### config.mk
export PLATFORM = sky130hd
export DESIGN_NAME = gtx_link_monitor
export DESIGN_NICKNAME = d
export VERILOG_FILES = /design/src/rtl/gtx_link_pkg.sv /design/src/rtl/gtx_status_sync.sv /design/src/rtl/gtx_link_monitor.sv
export SDC_FILE = /design/constraint.sdc
export NUM_CORES = 1
export LEC_CHECK = 0
export ABC_AREA = 1
export BUFFER_PORTS_ARGS = -buffer_cell sky130_fd_sc_hd__buf_2
export CORE_ASPECT_RATIO = 0.8
export CORE_UTILIZATION = 45
export CTS_CLUSTER_SIZE = 24
export DETAILED_ROUTE_END_ITERATION = 12
export PLACE_DENSITY_LB_ADDON = 0.3
export SLEW_MARGIN = 20
export SYNTH_ARGS = -nofsm -noshare
export SYNTH_HDL_FRONTEND = slang
export SYNTH_SLANG_ARGS = --single-unit
### constraint.sdc
create_clock -name clk -period 4.8 [get_ports clk]
set_input_delay 0.48 -clock clk [delete_from_list [all_inputs] [get_ports clk]]
set_output_delay 0.48 -clock clk [all_outputs]
set_load 0.02 [all_outputs]
### src/rtl/gtx_link_pkg.sv
// gtx_link_pkg: state encoding, default parameters and shared widths for the GTX link monitor.
package gtx_link_pkg;

    typedef enum logic [2:0] {
        IDLE      = 3'd0,
        WAIT_LOCK = 3'd1,
        LINK_UP   = 3'd2,
        REQ       = 3'd3,
        WAIT_DROP = 3'd4,
        FAIL      = 3'd5
    } link_state_e;

    localparam int unsigned DEF_LOCK_TIMEOUT  = 10000000;
    localparam int unsigned DEF_STABLE_CYCLES = 1024;
    localparam int unsigned DEF_ERR_WINDOW    = 65536;
    localparam int unsigned DEF_ERR_THRESH    = 16;
    localparam int unsigned DEF_REQ_CYCLES    = 16;
    localparam int unsigned DEF_MAX_RETRY     = 8;

    localparam int unsigned RETRY_W = 8;
    localparam int unsigned ERR_W   = 16;
    localparam int unsigned LDC_W   = 16;

    function automatic logic [RETRY_W-1:0] retry_inc(input logic [RETRY_W-1:0] v);
        return (&v) ? v : v + 1'b1;
    endfunction

endpackage

### src/rtl/gtx_status_sync.sv
// gtx_status_sync: W-bit two-flop synchroniser for asynchronous status levels, resets to 0.
module gtx_status_sync #(
    parameter int unsigned W = 4
) (
    input  logic         clk,
    input  logic         rst_n,
    input  logic [W-1:0] d,
    output logic [W-1:0] q
);

    logic [W-1:0] meta;

    always_ff @(posedge clk or negedge rst_n) begin
        if (!rst_n) begin
            meta <= '0;
            q    <= '0;
        end else begin
            meta <= d;
            q    <= meta;
        end
    end

endmodule

### src/rtl/gtx_link_monitor.sv
// gtx_link_monitor: supervises one GTX lane and requests resets from the reset sequencer.
// Define GTX_LINK_STATS_EN to enable the saturating link_down_cnt statistic.
module gtx_link_monitor
    import gtx_link_pkg::*;
#(
    parameter int unsigned LOCK_TIMEOUT  = DEF_LOCK_TIMEOUT,
    parameter int unsigned STABLE_CYCLES = DEF_STABLE_CYCLES,
    parameter int unsigned ERR_WINDOW    = DEF_ERR_WINDOW,
    parameter int unsigned ERR_THRESH    = DEF_ERR_THRESH,
    parameter int unsigned REQ_CYCLES    = DEF_REQ_CYCLES,
    parameter int unsigned MAX_RETRY     = DEF_MAX_RETRY
) (
    input  logic               clk,
    input  logic               rst_n,
    input  logic               start,
    input  logic               plllkdet,
    input  logic               tx_resetdone,
    input  logic               rx_resetdone,
    input  logic               rx_byteisaligned,
    input  logic               rx_err,
    input  logic               force_req,
    output logic               request,
    output logic               link_up,
    output logic               fail,
    output logic [RETRY_W-1:0] retry_cnt,
    output logic [LDC_W-1:0]   link_down_cnt
);

    localparam int unsigned STB_W = $clog2(STABLE_CYCLES + 1);
    localparam int unsigned WIN_W = (ERR_WINDOW > 1) ? $clog2(ERR_WINDOW) : 1;
    localparam int unsigned REQ_W = $clog2(REQ_CYCLES + 1);

    link_state_e        state_q, state_d;
    logic [31:0]        tmo_q, tmo_d;
    logic [STB_W-1:0]   stb_q, stb_d;
    logic [WIN_W-1:0]   win_q, win_d;
    logic [ERR_W-1:0]   err_q, err_d, err_nxt;
    logic [REQ_W-1:0]   rcnt_q, rcnt_d;
    logic [RETRY_W-1:0] retry_q, retry_d;
    logic [3:0]         sync_q;
    logic               stat_ok, win_wrap, auto_req;

    gtx_status_sync #(.W(4)) u_sync (
        .clk   (clk),
        .rst_n (rst_n),
        .d     ({plllkdet, tx_resetdone, rx_resetdone, rx_byteisaligned}),
        .q     (sync_q)
    );

    assign stat_ok   = &sync_q;
    assign win_wrap  = win_q == WIN_W'(ERR_WINDOW - 1);
    // an error in the wrap cycle already belongs to the new window
    assign err_nxt   = (win_wrap ? '0 : err_q) + ERR_W'(rx_err);
    assign retry_cnt = retry_q;

    always_comb begin
        state_d  = state_q;
        tmo_d    = tmo_q;
        stb_d    = stb_q;
        win_d    = win_q;
        err_d    = err_q;
        rcnt_d   = rcnt_q;
        retry_d  = retry_q;
        auto_req = 1'b0;
        case (state_q)
            IDLE: begin
                if (start) begin
                    state_d = WAIT_LOCK;
                    tmo_d   = '0;
                    stb_d   = '0;
                end
            end
            WAIT_LOCK: begin
                if (!start) begin
                    state_d = IDLE;
                end else if (stat_ok && stb_q == STB_W'(STABLE_CYCLES - 1)) begin
                    state_d = LINK_UP;
                    retry_d = '0;
                    win_d   = '0;
                    err_d   = '0;
                end else if (tmo_q == 32'(LOCK_TIMEOUT - 1)) begin
                    auto_req = 1'b1;
                end else begin
                    tmo_d = tmo_q + 1'b1;
                    stb_d = stat_ok ? stb_q + 1'b1 : '0;
                end
            end
            LINK_UP: begin
                if (!start) begin
                    state_d = IDLE;
                end else if (!stat_ok || err_nxt == ERR_W'(ERR_THRESH)) begin
                    auto_req = 1'b1;
                end else begin
                    win_d = win_wrap ? '0 : win_q + 1'b1;
                    err_d = err_nxt;
                end
            end
            REQ: begin
                rcnt_d = rcnt_q + 1'b1;
                if (rcnt_q == REQ_W'(REQ_CYCLES - 1)) state_d = WAIT_DROP;
            end
            WAIT_DROP: begin
                if (!start) state_d = IDLE;
            end
            FAIL: ;
            default: state_d = IDLE;
        endcase
        if (auto_req) begin
            if (MAX_RETRY != 0 && retry_q == RETRY_W'(MAX_RETRY)) begin
                state_d = FAIL;
            end else begin
                state_d = REQ;
                retry_d = retry_inc(retry_q);
                rcnt_d  = '0;
            end
        end
        // software request overrides every automatic cause and does not count as a retry
        if (force_req && state_q != REQ) begin
            state_d = REQ;
            retry_d = '0;
            rcnt_d  = '0;
        end
    end

    always_ff @(posedge clk or negedge rst_n) begin
        if (!rst_n) begin
            state_q <= IDLE;
            tmo_q   <= '0;
            stb_q   <= '0;
            win_q   <= '0;
            err_q   <= '0;
            rcnt_q  <= '0;
            retry_q <= '0;
            request <= 1'b0;
            link_up <= 1'b0;
            fail    <= 1'b0;
        end else begin
            state_q <= state_d;
            tmo_q   <= tmo_d;
            stb_q   <= stb_d;
            win_q   <= win_d;
            err_q   <= err_d;
            rcnt_q  <= rcnt_d;
            retry_q <= retry_d;
            request <= state_d == REQ;
            link_up <= state_d == LINK_UP;
            fail    <= state_d == FAIL;
        end
    end

`ifdef GTX_LINK_STATS_EN
    logic [LDC_W-1:0] ldc_q;

    always_ff @(posedge clk or negedge rst_n) begin
        if (!rst_n) begin
            ldc_q <= '0;
        end else if (state_q == LINK_UP && state_d != LINK_UP && !(&ldc_q)) begin
            ldc_q <= ldc_q + 1'b1;
        end
    end

    assign link_down_cnt = ldc_q;
`else
    assign link_down_cnt = '0;
`endif

endmodule
==> results.ini, run 1 <==
[global_route]
grt_use_met1_pct=31.0
grt_pass1_wl_mm=24.1
grt_pass1_vias=5025
grt.busiest_layer=met1
use_met3_pct=4.04
grt.total_usage_pct=20.5
grt.met2_usage_pct=29.5
antenna_found_initial=0
grt_max_degree=75
grt_overflow_total=0

[floorplanning]
die_width_um=136
rows=38
dieArea_um2=14800
start_util_pct=46.8
fp.dieH_um=109
coreArea_um2=13800
io_pins=36

[cells_and_area]
fin_nets=911
utilization_pct=50.1
most-common-layout-cells=212 x nand2_1, 118 x inv_1, 102 x dfrtp_1
syn_to_final_growth_pct=7.22
multi_input_area_um2=3240
mostFrequentLayoutCell=nand2_1
insertedDiodeCount=0
final_cell_area_um2=6910
regArea_um2=2550
num-fill-cells=1312
drive_above_1_share_pct=10.4

[worst_setup_path]
critPathArrivalTime_ns=3.84
worst-setup-path-type=reg2reg
required_ns=5.03
critPathCaptureType=register
reg2reg_depth=20
ff2ff_setup_slack_ns=1.19
crit_fanout=63
start_kind=register
rr_startpoint=win_q[0]
critPathLaunch=win_q[0]
r2r_end=err_q[11]

[placed_design]
hpwl_mm=10.0
place.port_buffers=19
placed_area_um2=6600
gp_congestion=0.919

[power_and_ir_drop]
ir_worst_vdd_mv=0.291
p_total_w=0.00299
p_leak_nw=3.01
cellPowerDensity_nw_per_um2=432

[drt]
vias_per_cell=5.15
wl_mm=14.0
dr.pass1.iters=5
drc_errors=0
drt_iter0_drc=497
drtAntennaViolNets=0
wl_per_cell_um=12.9
dr_total_vias=5550

[hold_path]
hp-start=rx_byteisaligned
min_to=u_sync.meta[0]
hold_class=in2reg
worst_hold_path.num_cells=1

[synthesis]
synth_area_leader_cell=dfrtp_1
synth-seq-cells=102
ys.flop_type=dfrtp_1
synth-edff-count=0
avgSynthCellArea_um2=7.33
synth_cell_types=42
synthArstFlopShare_pct=100
synth_area_leaders=dfrtp_1 40%, nand2_1 12%, inv_1 6.9%, nor2_1 5.2%, nand3_1 4.1%
synth-warning-count=0
synth.yosys.seq_area_share_pct=39.6
syn-cell-area_um2=6450
postSynthCellCount=879
synth_top_area_share_pct=39.6

[cts]
clock-sinks=102
path_clk_slew_ns=0.07
ctsResizeCount=0
cts_hold_buf=0
htreeDepth=3
cts_tree=yes
cts-root-buf=clkbuf_16
cts_buffers=9
clockBufferDepth=2
postCtsSetupBuffers=0
clk_latency_ns=0.36

[sta]
timing.final.crit_share_pct=75.3
fmax_ghz=0.277
final_hold_viol_count=0
fin_skew_ns=0.00505
holdWs_ns=0.226
relSlewSlack_pct=36.1
final_max_slew_viol_count=0
finalSetupViolations=0
fin_crit_ns=3.61
rsz0062_at_grt=no
tightest_slew_ns=0.959
finalSetupTns_ns=0

[job]
max_cap_viol_count=0

[status]
outcome=completed

report_power, final:
part	total, W	internal [W]	switching (W)
registers	0.00120	0.00103	0.000161
clock network	0.000770	0.000416	0.000354
logic	0.00102	0.000308	0.000714
total	0.00299	0.00176	0.00123
worst max-delay path, stage by stage (launching register included):
cell and delay [ns]:
dfrtp_1 0.41, ha_1 0.23, nand2_1 0.08, nor2_2 0.05
nand2_2 0.12, nor2_4 0.10, nor2_1 0.14, ha_1 0.20
nand3_1 0.13, nor2_2 0.25, nand2_1 0.14, o21bai_1 0.20
nand2_1 0.10, nand2_1 0.07, nor2_1 0.05, nand2_2 0.07
nand2_4 0.08, nand2_2 0.09, nand3_4 0.58, nand2_1 0.28
o21ai_2 0.07
cell type report:
type	instances	area share, %
Multi-Input combinational cell	636	46.9
Sequential cell	102	36.9
Inverter	121	6.57
Clock buffer	9	3.26
Tap cell	180	3.26
Timing Repair Buffer	23	1.85
Clock inverter	7	1.29
state kept, by name, indices dropped and copies added, names as in the netlist:
name         cells
tmo_q           32
err_q           16
win_q           16
stb_q           11
retry_cnt        8
rcnt_q           5
u_sync.meta      4
u_sync.q         4
state_q          3
fail             1
link_up          1
request          1
cell usage after synthesis (all sizes together) (3+ instances only):
cell type,count
nand4,23
dfrtp,102
ha,9
xnor2,3
o31ai,8
clkbuf,6
nand2,221
buf,29
xor2,13
nand3b,6
and3,3
o21ai,71
o21a,9
or2,5
nor2,97
a21oi,32
nor4,11
inv,121
a211oi,3
nand3,58
o211ai,4
o21bai,5
nor3,34
per-layer routing:
| layer | up-vias | share of wire [%] |
|---|---|---|
| li1 | 2870 | - |
| met1 | 2521 | 53 |
| met2 | 148 | 40 |
| met3 | 11 | 5.8 |
| met4 | 0 | 0.99 |
| met5 | - | 0 |
cells by family (layout without fill, tap and decap cells):
group	Yosys count	after routing	share of synthesized area [%]
and+or+nand+nor	459	459	32.1
buffers and inverters	156	160	11.1
AOI/OAI and AO/OA	136	136	13.2
DFF	102	102	39.6
xor gates and xnor gates	16	16	2.17
adders and majority gates	9	9	1.75
other	1	16	0.0582
worst max path at each step:
stage	slack, ns	endpoint	depth (start not counted)
finish	1.19	err_q[11]	20
global route	0.74	win_q[7]	20
CTS	1.18	err_q[11]	23
detailed placement	1.20	err_q[11]	23
global placement	1.31	win_q[1]	20
floorplan	1.97	win_q[4]	22
stage by stage:
step / cells / worst slack [ns]
finish: 1078 / 1.19
global route: 1078 / 0.742
global placement: 1062 / 1.31
CTS: 1078 / 1.18
floorplan: 894 / 1.97
detailed placement: 1062 / 1.20
(Power assumes the default switching activity.)
==> inputs of run 2 (changes only) <==
--- a/config.mk
+++ b/config.mk
@@ -5,7 +5,7 @@
 export SDC_FILE = /design/constraint.sdc
 export NUM_CORES = 1
 export LEC_CHECK = 0
-export ABC_AREA = 1
+export ABC_AREA = 0
 export BUFFER_PORTS_ARGS = -buffer_cell sky130_fd_sc_hd__buf_2
 export CORE_ASPECT_RATIO = 0.8
 export CORE_UTILIZATION = 45
==> constraint.sdc (replaced) <==
create_clock -name clk -period 3.2 [get_ports clk]
set_input_delay 0.32 -clock clk [delete_from_list [all_inputs] [get_ports clk]]
set_output_delay 0.32 -clock clk [all_outputs]
set_load 0.02 [all_outputs]
==> results.ini, run 2 <==
[global_route]
grt_pass1_wl_mm=22.3  ; -7.4%
grt.total_usage_pct=20.9  ; +0.42 points
grt_max_degree=88  ; +17%
antenna_found_initial=0  ; unchanged
grt_overflow_total=0  ; unchanged
grt_pass1_vias=4545  ; -9.6%

[cts]
cts_buffers=9  ; unchanged
cts-root-buf=clkbuf_16
clock-sinks=102  ; unchanged
htreeDepth=3  ; unchanged
cts_hold_buf=0  ; unchanged
clockBufferDepth=2  ; unchanged
clk_latency_ns=0.35  ; about the same
cts_tree=yes
path_clk_slew_ns=0.07  ; about the same

[placed_design]
gp_congestion=0.895  ; -2.6%
place_ws_ns=-0.156  ; -1.35 ns
place.port_buffers=19  ; unchanged
hpwl_mm=8.98  ; -10%

[synthesis]
synth_area_leader_cell=dfrtp_1
synth-warning-count=0  ; unchanged
syn-cell-area_um2=5810  ; -9.8%
synth_xor_area_share_pct=5.57  ; +3.4 points
synthTopCellsByCount=102 x dfrtp_1, 71 x nor2_1, 47 x nand2_1, 47 x o21ai_0, 40 x nand3_1
synth_compound_area_share_pct=17.1  ; +3.9 points
synth_area_leaders=dfrtp_1 44%, nor2_1 4.6%, o21ai_0 4.0%, and3_1 3.6%, nand3_1 3.4%
synth-edff-count=0  ; unchanged
synthArstFlopShare_pct=100  ; unchanged
synth_cell_types=64  ; +52%
synth_most_common_cell=dfrtp_1
avgSynthCellArea_um2=9.19  ; +25%
synth_top_area_share_pct=43.9  ; +4.3 points
ys.flop_type=dfrtp_1
synth_top_family_by_area=simple AND/OR/NAND/NOR gates
synth_fa_ha_area_share_pct=1.94  ; +0.19 points
synth-seq-cells=102  ; unchanged
synthMuxAreaShare_pct=0.172  ; +0.17 points
synth.yosys.seq_area_share_pct=43.9  ; +4.3 points
postSynthCellCount=633  ; -28%
synth_simple_gate_area_share_pct=25.4  ; -6.7 points

[sta]
relSlewSlack_pct=32.1  ; -3.9 points
timing.final.crit_share_pct=105  ; +29 points
fin_ws_ns=-0.148  ; -1.33 ns
fin_skew_ns=0.00760  ; +0.00256 ns
fmax_ghz=0.299  ; +7.9%
finalSetupTns_ns=-3.97  ; -3.97 ns
finalSetupViolations=39  ; +39
holdWs_ns=0.0150  ; -0.211 ns
final_hold_viol_count=0  ; unchanged
fin_crit_ns=3.35  ; -0.266 ns
tightest_slew_ns=1.01  ; +0.0514 ns
rsz0062_at_grt=yes
final_max_slew_viol_count=0  ; unchanged

[floorplanning]
die_width_um=129  ; -5.0%
rows=36  ; -5.3%
coreArea_um2=12400  ; -10%
fp.dieH_um=104  ; -4.9%
io_pins=36  ; unchanged
start_util_pct=46.9  ; +0.18 points
dieArea_um2=13400  ; -9.7%

[cells_and_area]
most-common-layout-cells=102 x dfrtp_1, 69 x nor2_1, 48 x buf_4
reg_top3=tmo_q x32, err_q x16, win_q x16
regArea_um2=2550  ; unchanged
drive_above_1_share_pct=21.4  ; +11 points
fin_nets=713  ; -22%
insertedDiodeCount=0  ; unchanged
mostFrequentLayoutCell=dfrtp_1
top_register=tmo_q
num-fill-cells=1080  ; -18%
multi_input_area_um2=3180  ; -1.7%
largest_reg_flops=32  ; unchanged
utilization_pct=55.9  ; +5.7 points
syn_to_final_growth_pct=19.0

[drt]
wl_per_cell_um=15.3  ; +18%
drt_iter0_drc=353  ; -29%
vias_per_cell=5.69  ; +11%
wl_mm=13.3  ; -4.4%
drc_errors=0  ; unchanged
dr.pass1.iters=5  ; unchanged
drtAntennaViolNets=0  ; unchanged
dr_total_vias=4959  ; -11%

[worst_setup_path]
worst-setup-path-type=reg2reg
start_kind=register
critPathArrivalTime_ns=3.58  ; -0.26 ns
critPathCaptureType=register
required_ns=3.43  ; -1.60 ns
crit_fanout=13  ; -79%

[status]
outcome=finished with violations
violations=setup timing

[power_and_ir_drop]
ir_worst_vdd_mv=0.276  ; -5.1%
cellPowerDensity_nw_per_um2=498  ; +15%
p_leak_nw=3.06  ; +1.4%

[hold_path]
hold_class=in2async

[job]
max_cap_viol_count=0  ; unchanged

-- run 2: cell count changes in the layout (fill, tap and decap cells not counted), moves of 14 or more --
cell,change
o31ai_2,+14
inv_1,-99
and3_1,+29
o21ai_2,-17
nand3_1,-14
nand2_1,-167
xnor2_1,+16
buf_4,+43
nor3_1,-24
a21oi_1,-14
nor2_1,-20
-- run 2: cell type report --
class | instances | share of cell area [%]
repair buffers | 78 | 8.82
inverters | 19 | 1.03
multi-input cells | 485 | 46.0
clock buffers | 13 | 3.91
flip-flops and latches | 102 | 36.9
well taps | 171 | 3.09
clock inverters | 3 | 0.253
-- run 2: logic make-up after synthesis --
logic type,Yosys count
other cells,1
compound gates,138
xor+xnor,37
fa+ha+maj,9
simple gates,284
flops,102
buf+inv,61
mux,1
-- run 2: what timing repair did --
action                                  CTS  global route
endpoints found under the setup margin   44            55
buffers inserted                          5             7
gates cloned                              1             0
pin swaps                                11            12
resized for setup                        18            34
-- run 2: layer usage --
metal | routed length (um) | share of wire (%) | vias up | track usage, %
met5 | 0 | 0 | - | 0
met4 | 158 | 1.2 | 0 | 6.22
met3 | 644 | 4.8 | 15 | 5.11
met2 | 5990 | 45 | 137 | 30.9
met1 | 6550 | 49 | 2426 | 30.1
li1 | - | - | 2381 | -
-- run 2: worst paths after layout --
| path | to | depth (start not counted) | slack, ns | from |
|---|---|---|---|---|
| max | err_q[15] | 14 | -0.15 | win_q[1] |
| min | err_q[15] | 1 | 0.01 | rst_n |
| max reg2reg | err_q[15] | 14 | -0.15 | win_q[1] |
| min reg2reg | u_sync.q[3] | 0 | 0.35 | u_sync.meta[3] |
| max in group asynchronous | tmo_q[22] | 2 | 2.48 | rst_n |
| min in group clk | u_sync.meta[3] | 1 | 0.07 | plllkdet |
-- run 2: worst max-delay path: stages (launching register included) --
cell and delay, ns:
dfrtp_1 0.39, ha_2 0.19, nand4_1 0.12, nor4_2 0.06, nor2b_1 0.18, ha_2 0.29, nand4_4 0.14, nor4_1 0.43
xnor2_1 0.24, o211ai_2 0.19, o31a_1 0.28, o21ai_2 0.20, or2_4 0.22, buf_12 0.18, o31ai_1 0.09
-- run 2: metrics by stage --
| stage | cells | power (W) | cell area (um2) |
|---|---|---|---|
| 2_1_floorplan | 648 | 0.00200 | 5890 |
| 3_3_place_gp | 843 | 0.00224 | 6300 |
| 3_5_place_dp | 843 | 0.00226 | 6300 |
| 4_1_cts | 865 | 0.00336 | 6720 |
| 5_1_grt | 871 | 0.00364 | 6920 |
| 6_report | 871 | 0.00345 | 6920 |
-- run 2: where the power goes --
| group | total [W] | internal, W | switching (W) |
|---|---|---|---|
| combinational | 0.000916 | 0.000383 | 0.000533 |
| sequential | 0.00147 | 0.00137 | 0.0000965 |
| clock | 0.00106 | 0.000589 | 0.000473 |
| total | 0.00345 | 0.00234 | 0.00110 |
